$ cat src/rtl/mem_stage_pkg.sv
// Shared types for the MEM pipeline stage: memory op encodings, FSM states and
// the small decode helpers used by both the stage and its lane aligner.
package mem_stage_pkg;

  typedef enum logic [3:0] {
    OpNone = 4'd0,
    OpLb   = 4'd1,
    OpLbu  = 4'd2,
    OpLh   = 4'd3,
    OpLhu  = 4'd4,
    OpLw   = 4'd5,
    OpSb   = 4'd6,
    OpSh   = 4'd7,
    OpSw   = 4'd8
  } mem_op_t;

  typedef enum logic [1:0] {
    StIdle,
    StLoadWait,
    StRmwMerge
  } state_t;

  localparam logic [1:0] ACCESS_WORD = 2'b00;

  function automatic logic is_misaligned(mem_op_t op, logic [1:0] lo);
    case (op)
      OpLh, OpLhu, OpSh: is_misaligned = lo[0];
      OpLw, OpSw:        is_misaligned = |lo;
      default:           is_misaligned = 1'b0;
    endcase
  endfunction

  function automatic logic is_sub_store(mem_op_t op);
    is_sub_store = (op == OpSb) || (op == OpSh);
  endfunction

endpackage

$ cat src/rtl/mem_lane_align.sv
// Big-endian lane handling: extracts/extends load data from a memory word and
// merges a byte/halfword of store data into a word for read-modify-write.
module mem_lane_align
  import mem_stage_pkg::*;
(
  input  mem_op_t     op,
  input  logic [1:0]  lane,
  input  logic [31:0] word,
  input  logic [15:0] store_half,
  output logic [31:0] load_data,
  output logic [31:0] merge_data
);

  logic [7:0]  byte_sel;
  logic [15:0] half_sel;

  always_comb begin
    byte_sel = 8'h00;
    unique case (lane)
      2'd0: byte_sel = word[31:24];
      2'd1: byte_sel = word[23:16];
      2'd2: byte_sel = word[15:8];
      2'd3: byte_sel = word[7:0];
    endcase
    half_sel = lane[1] ? word[15:0] : word[31:16];

    load_data = word;
    case (op)
      OpLb:    load_data = {{24{byte_sel[7]}}, byte_sel};
      OpLbu:   load_data = {24'h000000, byte_sel};
      OpLh:    load_data = {{16{half_sel[15]}}, half_sel};
      OpLhu:   load_data = {16'h0000, half_sel};
      default: load_data = word;
    endcase

    merge_data = word;
    case (op)
      OpSb: begin
        unique case (lane)
          2'd0: merge_data[31:24] = store_half[7:0];
          2'd1: merge_data[23:16] = store_half[7:0];
          2'd2: merge_data[15:8]  = store_half[7:0];
          2'd3: merge_data[7:0]   = store_half[7:0];
        endcase
      end
      OpSh: begin
        if (lane[1]) merge_data[15:0] = store_half;
        else         merge_data[31:16] = store_half;
      end
      default: merge_data = word;
    endcase
  end

endmodule

$ cat src/rtl/mem_stage.sv
// MIPS MEM stage: maps byte/half/word loads and stores onto a word-only memory,
// doing sub-word stores as read-modify-write and registering results toward WB.
module mem_stage
  import mem_stage_pkg::*;
#(
  parameter logic [31:0] BASE_ADDR = 32'h80020000,
  parameter int unsigned MEM_BYTES = 1048576
) (
  input  logic        clock,
  input  logic        reset_n,
  input  logic        ex_valid,
  input  logic [3:0]  ex_mem_op,
  input  logic [31:0] ex_addr,
  input  logic [31:0] ex_store_data,
  input  logic [4:0]  ex_rd,
  input  logic        ex_reg_write,
  input  logic        wb_fwd,
  input  logic [31:0] wb_fwd_data,
  input  logic        flush,
  output logic        mem_stall,
  output logic [31:0] mem_addr,
  output logic [31:0] mem_wdata,
  output logic [1:0]  mem_access_size,
  output logic        mem_rw,
  output logic        mem_enable,
  input  logic [31:0] mem_rdata,
  output logic        wb_valid,
  output logic [4:0]  wb_rd,
  output logic        wb_reg_write,
  output logic [31:0] wb_result,
  output logic        addr_err
);

  state_t      state_q, state_d;
  mem_op_t     op_q, op_d;
  logic [31:0] addr_q, addr_d;
  logic [15:0] sdata_q, sdata_d;
  logic [4:0]  rd_q, rd_d;
  logic        reg_write_q, reg_write_d;

  logic        wb_valid_q, wb_valid_d;
  logic [4:0]  wb_rd_q, wb_rd_d;
  logic        wb_reg_write_q, wb_reg_write_d;
  logic [31:0] wb_result_q, wb_result_d;
  logic        addr_err_q, addr_err_d;

  mem_op_t     ex_op;
  logic [31:0] store_data;
  logic [31:0] ex_offset;
  logic        in_range;
  logic        accept;
  logic        err;
  logic [31:0] load_data;
  logic [31:0] merge_data;

  assign ex_op      = mem_op_t'(ex_mem_op);
  assign store_data = wb_fwd ? wb_fwd_data : ex_store_data;
  assign ex_offset  = ex_addr - BASE_ADDR;
  assign in_range   = (ex_addr >= BASE_ADDR) && (ex_offset < MEM_BYTES);
  assign accept     = (state_q == StIdle) && ex_valid && !flush;
  assign err        = (ex_op != OpNone) && (is_misaligned(ex_op, ex_addr[1:0]) || !in_range);

  // Only the multi-cycle states need alignment, so it always works on held state.
  mem_lane_align u_lane_align (
    .op         (op_q),
    .lane       (addr_q[1:0]),
    .word       (mem_rdata),
    .store_half (sdata_q),
    .load_data  (load_data),
    .merge_data (merge_data)
  );

  always_comb begin
    state_d        = state_q;
    op_d           = op_q;
    addr_d         = addr_q;
    sdata_d        = sdata_q;
    rd_d           = rd_q;
    reg_write_d    = reg_write_q;
    wb_valid_d     = 1'b0;
    wb_rd_d        = wb_rd_q;
    wb_reg_write_d = 1'b0;
    wb_result_d    = wb_result_q;
    addr_err_d     = 1'b0;
    mem_enable     = 1'b0;
    mem_rw         = 1'b1;
    mem_addr       = {ex_addr[31:2], 2'b00};
    mem_wdata      = store_data;

    unique case (state_q)
      StIdle: begin
        if (accept) begin
          wb_rd_d = ex_rd;
          if (err) begin
            wb_valid_d = 1'b1;
            addr_err_d = 1'b1;
          end else if (ex_op == OpNone) begin
            wb_valid_d     = 1'b1;
            wb_result_d    = ex_addr;
            wb_reg_write_d = ex_reg_write;
          end else if (ex_op == OpSw) begin
            mem_enable = 1'b1;
            mem_rw     = 1'b0;
            wb_valid_d = 1'b1;
          end else begin
            // Loads and sub-word stores both start with a word read.
            mem_enable  = 1'b1;
            op_d        = ex_op;
            addr_d      = ex_addr;
            sdata_d     = store_data[15:0];
            rd_d        = ex_rd;
            reg_write_d = ex_reg_write;
            state_d     = is_sub_store(ex_op) ? StRmwMerge : StLoadWait;
          end
        end
      end
      StLoadWait: begin
        mem_addr       = {addr_q[31:2], 2'b00};
        state_d        = StIdle;
        wb_valid_d     = !flush;
        wb_reg_write_d = reg_write_q && !flush;
        wb_rd_d        = rd_q;
        if (!flush) wb_result_d = load_data;
      end
      StRmwMerge: begin
        // A flush here is ignored: the store was committed at accept.
        mem_addr   = {addr_q[31:2], 2'b00};
        mem_enable = 1'b1;
        mem_rw     = 1'b0;
        mem_wdata  = merge_data;
        state_d    = StIdle;
        wb_valid_d = 1'b1;
        wb_rd_d    = rd_q;
      end
      default: state_d = StIdle;
    endcase
  end

  always_ff @(posedge clock or negedge reset_n) begin
    if (!reset_n) begin
      state_q        <= StIdle;
      op_q           <= OpNone;
      addr_q         <= '0;
      sdata_q        <= '0;
      rd_q           <= '0;
      reg_write_q    <= 1'b0;
      wb_valid_q     <= 1'b0;
      wb_rd_q        <= '0;
      wb_reg_write_q <= 1'b0;
      wb_result_q    <= '0;
      addr_err_q     <= 1'b0;
    end else begin
      state_q        <= state_d;
      op_q           <= op_d;
      addr_q         <= addr_d;
      sdata_q        <= sdata_d;
      rd_q           <= rd_d;
      reg_write_q    <= reg_write_d;
      wb_valid_q     <= wb_valid_d;
      wb_rd_q        <= wb_rd_d;
      wb_reg_write_q <= wb_reg_write_d;
      wb_result_q    <= wb_result_d;
      addr_err_q     <= addr_err_d;
    end
  end

  assign mem_stall       = (state_q != StIdle);
  assign mem_access_size = ACCESS_WORD;
  assign wb_valid        = wb_valid_q;
  assign wb_rd           = wb_rd_q;
  assign wb_reg_write    = wb_reg_write_q;
  assign wb_result       = wb_result_q;
  assign addr_err        = addr_err_q;

endmodule

$ cat config.mk
export PLATFORM = sky130hd
export DESIGN_NAME = mem_stage
export DESIGN_NICKNAME = d
export VERILOG_FILES = /design/src/rtl/mem_stage_pkg.sv /design/src/rtl/mem_lane_align.sv /design/src/rtl/mem_stage.sv
export SDC_FILE = /design/constraint.sdc
export NUM_CORES = 1
export LEC_CHECK = 0
export CAP_MARGIN = 10
export CORE_ASPECT_RATIO = 1.25
export CORE_MARGIN = 8
export CORE_UTILIZATION = 25
export CTS_CLUSTER_SIZE = 12
export DETAILED_ROUTE_END_ITERATION = 6
export MAX_ROUTING_LAYER = met4
export SYNTH_ARGS = -nofsm -noshare
export SYNTH_HDL_FRONTEND = slang
export SYNTH_SLANG_ARGS = --single-unit
$ cat constraint.sdc
create_clock -name clock -period 3.35 [get_ports clock]
set_input_delay 0.335 -clock clock [delete_from_list [all_inputs] [get_ports clock]]
set_output_delay 0.335 -clock clock [all_outputs]
set_load 0.02 [all_outputs]
==> Word level (Yosys, flattened, before mapping) <==
Index checks and enable logic that the tools add are counted.
{ "totals": {"reg_bits": 100, "latch_bits": 0, "mem_bits_rw": 0, "rom_bits": 0, "input_bits": 143, "output_inout_bits": 109, "wordCells": 112, "n_memories": 0} }
{ "op_classes": {"add_sub_neg": 1, "multipliers": 0, "n_div": 0, "magnitude_cmp": 2, "n_eq_ne": 23, "shift": 0, "muxes": 48, "bitwise_logic": 3, "n_reduce_logical": 24} }
{ "op_table": {"columns": ["op", "count"], "rows": [
  ["$mux W32", 7],
  ["$pmux W32 S2", 2],
  ["$pmux W32 S4", 1],
  ["$mux W16", 3],
  ["$ge A32 B32 Y1 const B", 1],
  ["$lt A32 B21 Y1 const B", 1],
  ["$mux W8", 4],
  ["$pmux W8 S4", 1],
  ["$sub A32 B32 Y32 const B", 1],
  ["$eq A4 B3 Y1 const B", 7],
  ["$mux W1", 17],
  ["$eq A4 B2 Y1 const B", 3],
  ["$mux W2", 6],
  ["$ne A2 B2 Y1 const B", 5],
  ["$pmux W5 S2", 1],
  ["$reduce_and A5 Y1", 2],
  ["$pmux W1 S2", 4],
  ["$eq A2 B2 Y1 const B", 3],
  ["$reduce_bool A2 Y1", 3],
  ["$reduce_or A2 Y1", 3],
  ["$logic_and A1 B1 Y1", 5],
  ["$mux W5", 1],
  ["$eq A2 B1 Y1 const B", 2],
  ["$eq A4 B1 Y1 const B", 1],
  ["12 further kinds", 17]
]} }

==> Depth between registers and ports, before layout <==
{ "depth": {"word_depth": 9, "depth_mapped": 10, "mapped_depth_nobuf": 7} }

==> Hierarchy <==
A second synthesis with hierarchy kept.
{ "unflattened": {"hier_cells": 663, "area_unflattened_um2": 7106.8} }
{ "modules_own_cells": {"columns": ["mod", "n_inst", "cells_per_inst", "area_each_um2", "seq_area_each_um2"], "rows": [
  ["mem_stage", 1, 475, 5660.4, 2502.4],
  ["mem_lane_align", 1, 188, 1446.4, 0.0]
]} }

==> Worst setup path after synthesis <==
No wires, ideal clock.
{ "synth_timing": {"path_type": "flip-flop to output port", "from": "register addr_q[1]", "to": "output port mem_wdata[16]", "t_arrival_ns": 1.921, "t_required_ns": 3.015, "path_slack_ns": 1.094, "stages_incl_launch_ff": 7, "path_buffers": 2, "cell_sequence": "dfrtp_1 -> clkbuf_1 -> buf_2 -> nand3b_1 -> nor2_2 -> mux2i_1 -> a21oi_1"} }
{ "synth_between": {"elab_chain_len": 4, "elab_cells_between_ends": 5, "cone_classes": "1 x eq/ne; 4 x mux"} }
{ "synth_lines": {"columns": ["item", "line_no", "rtl"], "rows": [
  ["start: declaration", "mem_stage.sv:36", "logic [31:0] addr_q, addr_d;"],
  ["start signal: assignment", "mem_stage.sv:155", "addr_q <= addr_d;"],
  ["$eq A2 B1 Y1", "mem_lane_align.sv:39", "unique case (lane)"],
  ["$mux W8", "mem_lane_align.sv:39", null],
  ["$pmux W32 S2 (*)", "mem_lane_align.sv:37", "case (op)"],
  ["$mux W32 (*)", "mem_stage.sv:90", "unique case (state_q)"],
  ["end: declaration", "mem_stage.sv:22", "output logic [31:0] mem_wdata,"]
]} }
Every way passes the cells marked *; elsewhere a longest branch is shown, timed or not.

==> Worst setup path in the final report <==
{ "layout_timing": {"from": "register op_q[3]", "to": "output port mem_wdata[10]"} }
{ "layout_between": {"elab_chain_len": 3, "elab_cells_between_ends": 4, "cone_classes": "2 x eq/ne; 2 x mux"} }
{ "layout_lines": {"columns": ["item", "line_no", "rtl"], "rows": [
  ["start: declaration", "mem_stage.sv:35", "mem_op_t op_q, op_d;"],
  ["start signal: assignment", "mem_stage.sv:142", "op_q <= OpNone;"],
  ["start signal: assignment", "mem_stage.sv:154", "op_q <= op_d;"],
  ["$eq A4 B3 Y1", "mem_lane_align.sv:37", null],
  ["$pmux W32 S2 (*)", "mem_lane_align.sv:37", null],
  ["$mux W32 (*)", "mem_stage.sv:90", null]
]} }
Marks and branches as above.

==> flow_summary_export.csv <==
group,metric,value,unit
cts,clkLatencyLatePin,350,ps
route,routed-via-count,6263,
die,core_area,0.02649,mm^2
logic_synthesis,netlist_instances,706,
die,die_w,161.9,um
route,avgViaCountPerCell,4.859,
die,die_area,0.03213,mm^2
cells_and_area,final_cell_count_without_fillers,1289,
cells_and_area,layout.cells.most_common,"clkdlybuf4s50_1",
cts,cts_root_buffer,"clkbuf_16",
power,netSwitchingPower,1.051,mW
timing,fin_crit_sh,0.9292,
placed_design,dp_hpwl,20940,um
route,drt_iter0_markers,336,
logic_synthesis,synth-seq-area-share,0.3760,
logic_synthesis,synth_adder_area_share,0.007520,
global_route,global_route.usage.total,0.1638,
global_route,grt_antenna_before_repair,1,
route,wirelength,26270,um
global_route,first_global_vias,6552,
outcome,result_of_the_run,"completed",
cells_and_area,syn_to_final_growth,48.99,%
die,die_h,198.4,um
worst_hold_path,min_path_type,"in -> async",
timing,timing_worst_slew_pin_value,1034,ps
timing,postLayoutSetupSlackWorst,237.2,ps
logic_synthesis,post_synth.cell_area_avg,9.427,um^2
timing,setup_repair_after_global_routing_missed_its_margin,"no",
power,overall_power,3.587,mW
timing,timing.clock.skew,10.01,ps
setup_path,worstPathCellList,"nor2b_2 -> and3_1 -> and2_1 -> a22oi_1 -> a31oi_1 -> clkdlybuf4s50_1",
logic_synthesis,yosys_warnings,0,
power,comb_power_share,0.278,
placed_design,placed_cells,1272,
cts,numClockSinks,100,
cells_and_area,layout.cells.most_common_list,"clkdlybuf4s50_1 (243), dfrtp_1 (100), a21oi_1 (70), mux2_1 (48)",
logic_synthesis,synth-main-ff-cell,"dfrtp_1",
setup_path,worst_r2r_end,"wb_result[9]$_DFFE_PN0P_",
timing,fmax,0.3213,GHz
power,irDropWorstVdd,0.2782,mV
setup_path,critical_path_peak_fanout,12,
die,rows,67,
logic_synthesis,synth_cell_types,55,
cells_and_area,final_nets,1085,
global_route,gr-total-overflow,0,
power,p_sw_frac,0.2928,
cts,clock_pin_slew_on_the_worst_setup_and_hold_paths,70,ps
logic_synthesis,yosys.area_share.xor_xnor,0.002632,
logic_synthesis,mappedNetlistArea,0.006655,mm^2
placed_design,place.port_buffers,247,
logic_synthesis,synth_simple_gate_area_share,0.1824,
logic_synthesis,total_of_flip_flops_plus_latches_after_synthesis,100,
cells_and_area,multiInputGateArea,0.003884,mm^2
cts,post-cts-setup-buffers,0,
setup_path,end_kind,"output pin",
logic_synthesis,post_synth_edffs,0,
route,drc_errors,0,
cts,clockBufferDepth,2,
placed_design,place_area,0.009563,mm^2
cells_and_area,finalCoreUtilization,0.3743,
route,number_of_detailed_route_iterations_in_the_first_pass,4,
job,timing.max_cap.violations,0,
route,final_antenna_net_count,0,
global_route,pin_count_of_the_biggest_net_entering_global_routing,76,
setup_path,startpoint,"op_q[3]$_DFFE_PN0P_",
setup_path,timing.critical_path.slowest_cell_delay,670,ps
setup_path,sort_of_element_at_the_start_of_the_critical_path,"register",
cts,tritoncts.num_buffers,9,
timing,fin_crit,3113,ps
timing,maxSlewHeadroom,0.3105,
timing,final_number_of_max_transition_violations,0,
placed_design,place_congestion,0.9020,
power,power.leakage,3.990,nW
setup_path,worstSetupPathType,"reg -> out",
setup_path,critPathSlowestCell,"clkdlybuf4s50_1",
logic_synthesis,synth_compound_area_frac,0.1715,
setup_path,reg2reg_from,"state_q[1]$_DFFE_PN0P_",
cts,tritoncts,"yes",
power,clock_power_share,0.347,
setup_path,crit_required,3010,ps
timing,fin_worst_hold_slack,136.2,ps
power,powerDensity,361.8,mW/mm^2
setup_path,worst-endpoint-arrival,2780,ps
setup_path,critPathCapture,"mem_wdata[10]",
global_route,grt_pass1_wl,39150,um
logic_synthesis,share_of_cell_area_taken_by_muxes_after_synthesis,0.2164,
cells_and_area,final.fill_count,2726,
setup_path,reg2reg_depth,8,
power,power_frac_seq,0.374,
route,routed_wire_length_per_instance,20.38,um
logic_synthesis,asyncSetResetFlopFracSynth,1.000,
cts,clock_tree.htree_level_count,3,
timing,setup_viol,0,
timing,tns,0,ps
cells_and_area,sequential_cell_area,0.002502,mm^2
cells_and_area,drive_above_1_share,0.1124,
cells_and_area,final_design_area_no_fill,0.009916,mm^2
power,p_int,2.537,mW
timing,hold_viol,0,
logic_synthesis,largest_family_of_logic_cells_by_synthesized_area,"multiplexers",
die,pin_count,252,
die,effective_utilization_at_floorplan,0.2512,
setup_path,regToRegSetupSlack,810,ps
placed_design,pre_cts_slack,292.3,ps
[critical path: cells and delay by family (launching register included)]
family,cells,cell delay (ps)
simple gates,3,840
buf+inv,1,670
flops,1,520
compound gates,2,390
[logic make-up (layout without fill, tap and decap cells)]
group	after synthesis	count (layout)
buf+inv	65	299
simple gates	218	218
mux	131	131
other cells	1	5
fa+ha+maj	4	4
compound gates	185	185
flops	100	100
xor+xnor	2	2
[cell usage after synthesis, types with 2 or more instances]
cell type,instances,area share
nor2_1,45,0.025
nor4bb_1,3,0.0045
and2_1,3,0.0028
and4b_1,2,0.0030
a21o_1,8,0.0090
mux2_1,48,0.081
nand2_1,41,0.023
buf_2,7,0.0053
nor2_2,2,0.0019
o221ai_1,7,0.0092
inv_1,5,0.0028
o21ai_0,31,0.023
nor4_1,3,0.0028
o31a_1,2,0.0026
a22oi_1,11,0.012
dfrtp_1,100,0.38
a21oi_1,70,0.053
nand3_1,4,0.0030
a211oi_1,18,0.020
o21ai_1,8,0.0060
nand2b_1,3,0.0028
or2_1,2,0.0019
mux2i_1,37,0.056
or3_1,19,0.018
buf_4,9,0.010
ha_1,4,0.0075
nor3_1,11,0.0083
o21a_1,2,0.0023
a221oi_1,9,0.012
a31oi_1,10,0.0094
clkbuf_1,42,0.024
nor2b_1,39,0.037
mux2_2,45,0.076
buf_1,2,0.0011
nand3b_1,18,0.020
nor3b_1,17,0.019
[registers in the layout (all words and copies together), names as in the netlist]
signal        cells
addr_err          1
addr_q           32
op_q              4
rd_q              5
reg_write_q       1
sdata_q          16
state_q           2
wb_rd             5
wb_reg_write      1
wb_result        32
wb_valid          1
[power by group through the flow]
stage	sequential, mW	combinational, mW	clock, mW
final	1.34	0.999	1.25
after global routing	1.35	1.07	1.33
after CTS	1.34	1.02	1.29
after detailed placement	1.37	1.01	0
after global placement	1.36	1.01	0
after floorplan	1.48	0.283	0
[per-layer routing]
| layer | up-vias | GRT usage | routed length (um) |
|---|---|---|---|
| met2 | 219 | 0.2730 | 12720 |
| met3 | 16 | 0.03851 | 1908 |
| met5 | - | - | 0 |
| met4 | 0 | 0.03916 | 365 |
| met1 | 2974 | 0.1972 | 11280 |
| li1 | 3054 | - | - |
[cell type report]
| cell class | instances | share of cell area |
|---|---|---|
| Multi-Input combinational cell | 544 | 0.3917 |
| Timing Repair Buffer | 278 | 0.2753 |
| Sequential cell | 100 | 0.2524 |
| Tap cell | 345 | 0.04353 |
| Clock buffer | 9 | 0.02271 |
| Clock inverter | 7 | 0.01224 |
| Inverter | 5 | 0.001893 |
| Antenna cell | 1 | 0.0002524 |
[worst min path at each step]
stage / depth (start not counted) / endpoint
after floorplan: 0 / addr_err$_DFF_PN0_
after global placement: 1 / addr_q[31]$_DFFE_PN0P_
after detailed placement: 1 / addr_q[31]$_DFFE_PN0P_
after CTS: 1 / addr_err$_DFF_PN0_
after global routing: 1 / addr_err$_DFF_PN0_
final: 1 / addr_err$_DFF_PN0_
[what timing repair did]
action / CTS / global route
hold endpoints to repair: 0 / 0
hold buffers: 0 / 0
setup endpoints to repair: 0 / 5
gates resized for setup: 0 / 2
No activity file was read; power rests on OpenSTA's default activity.
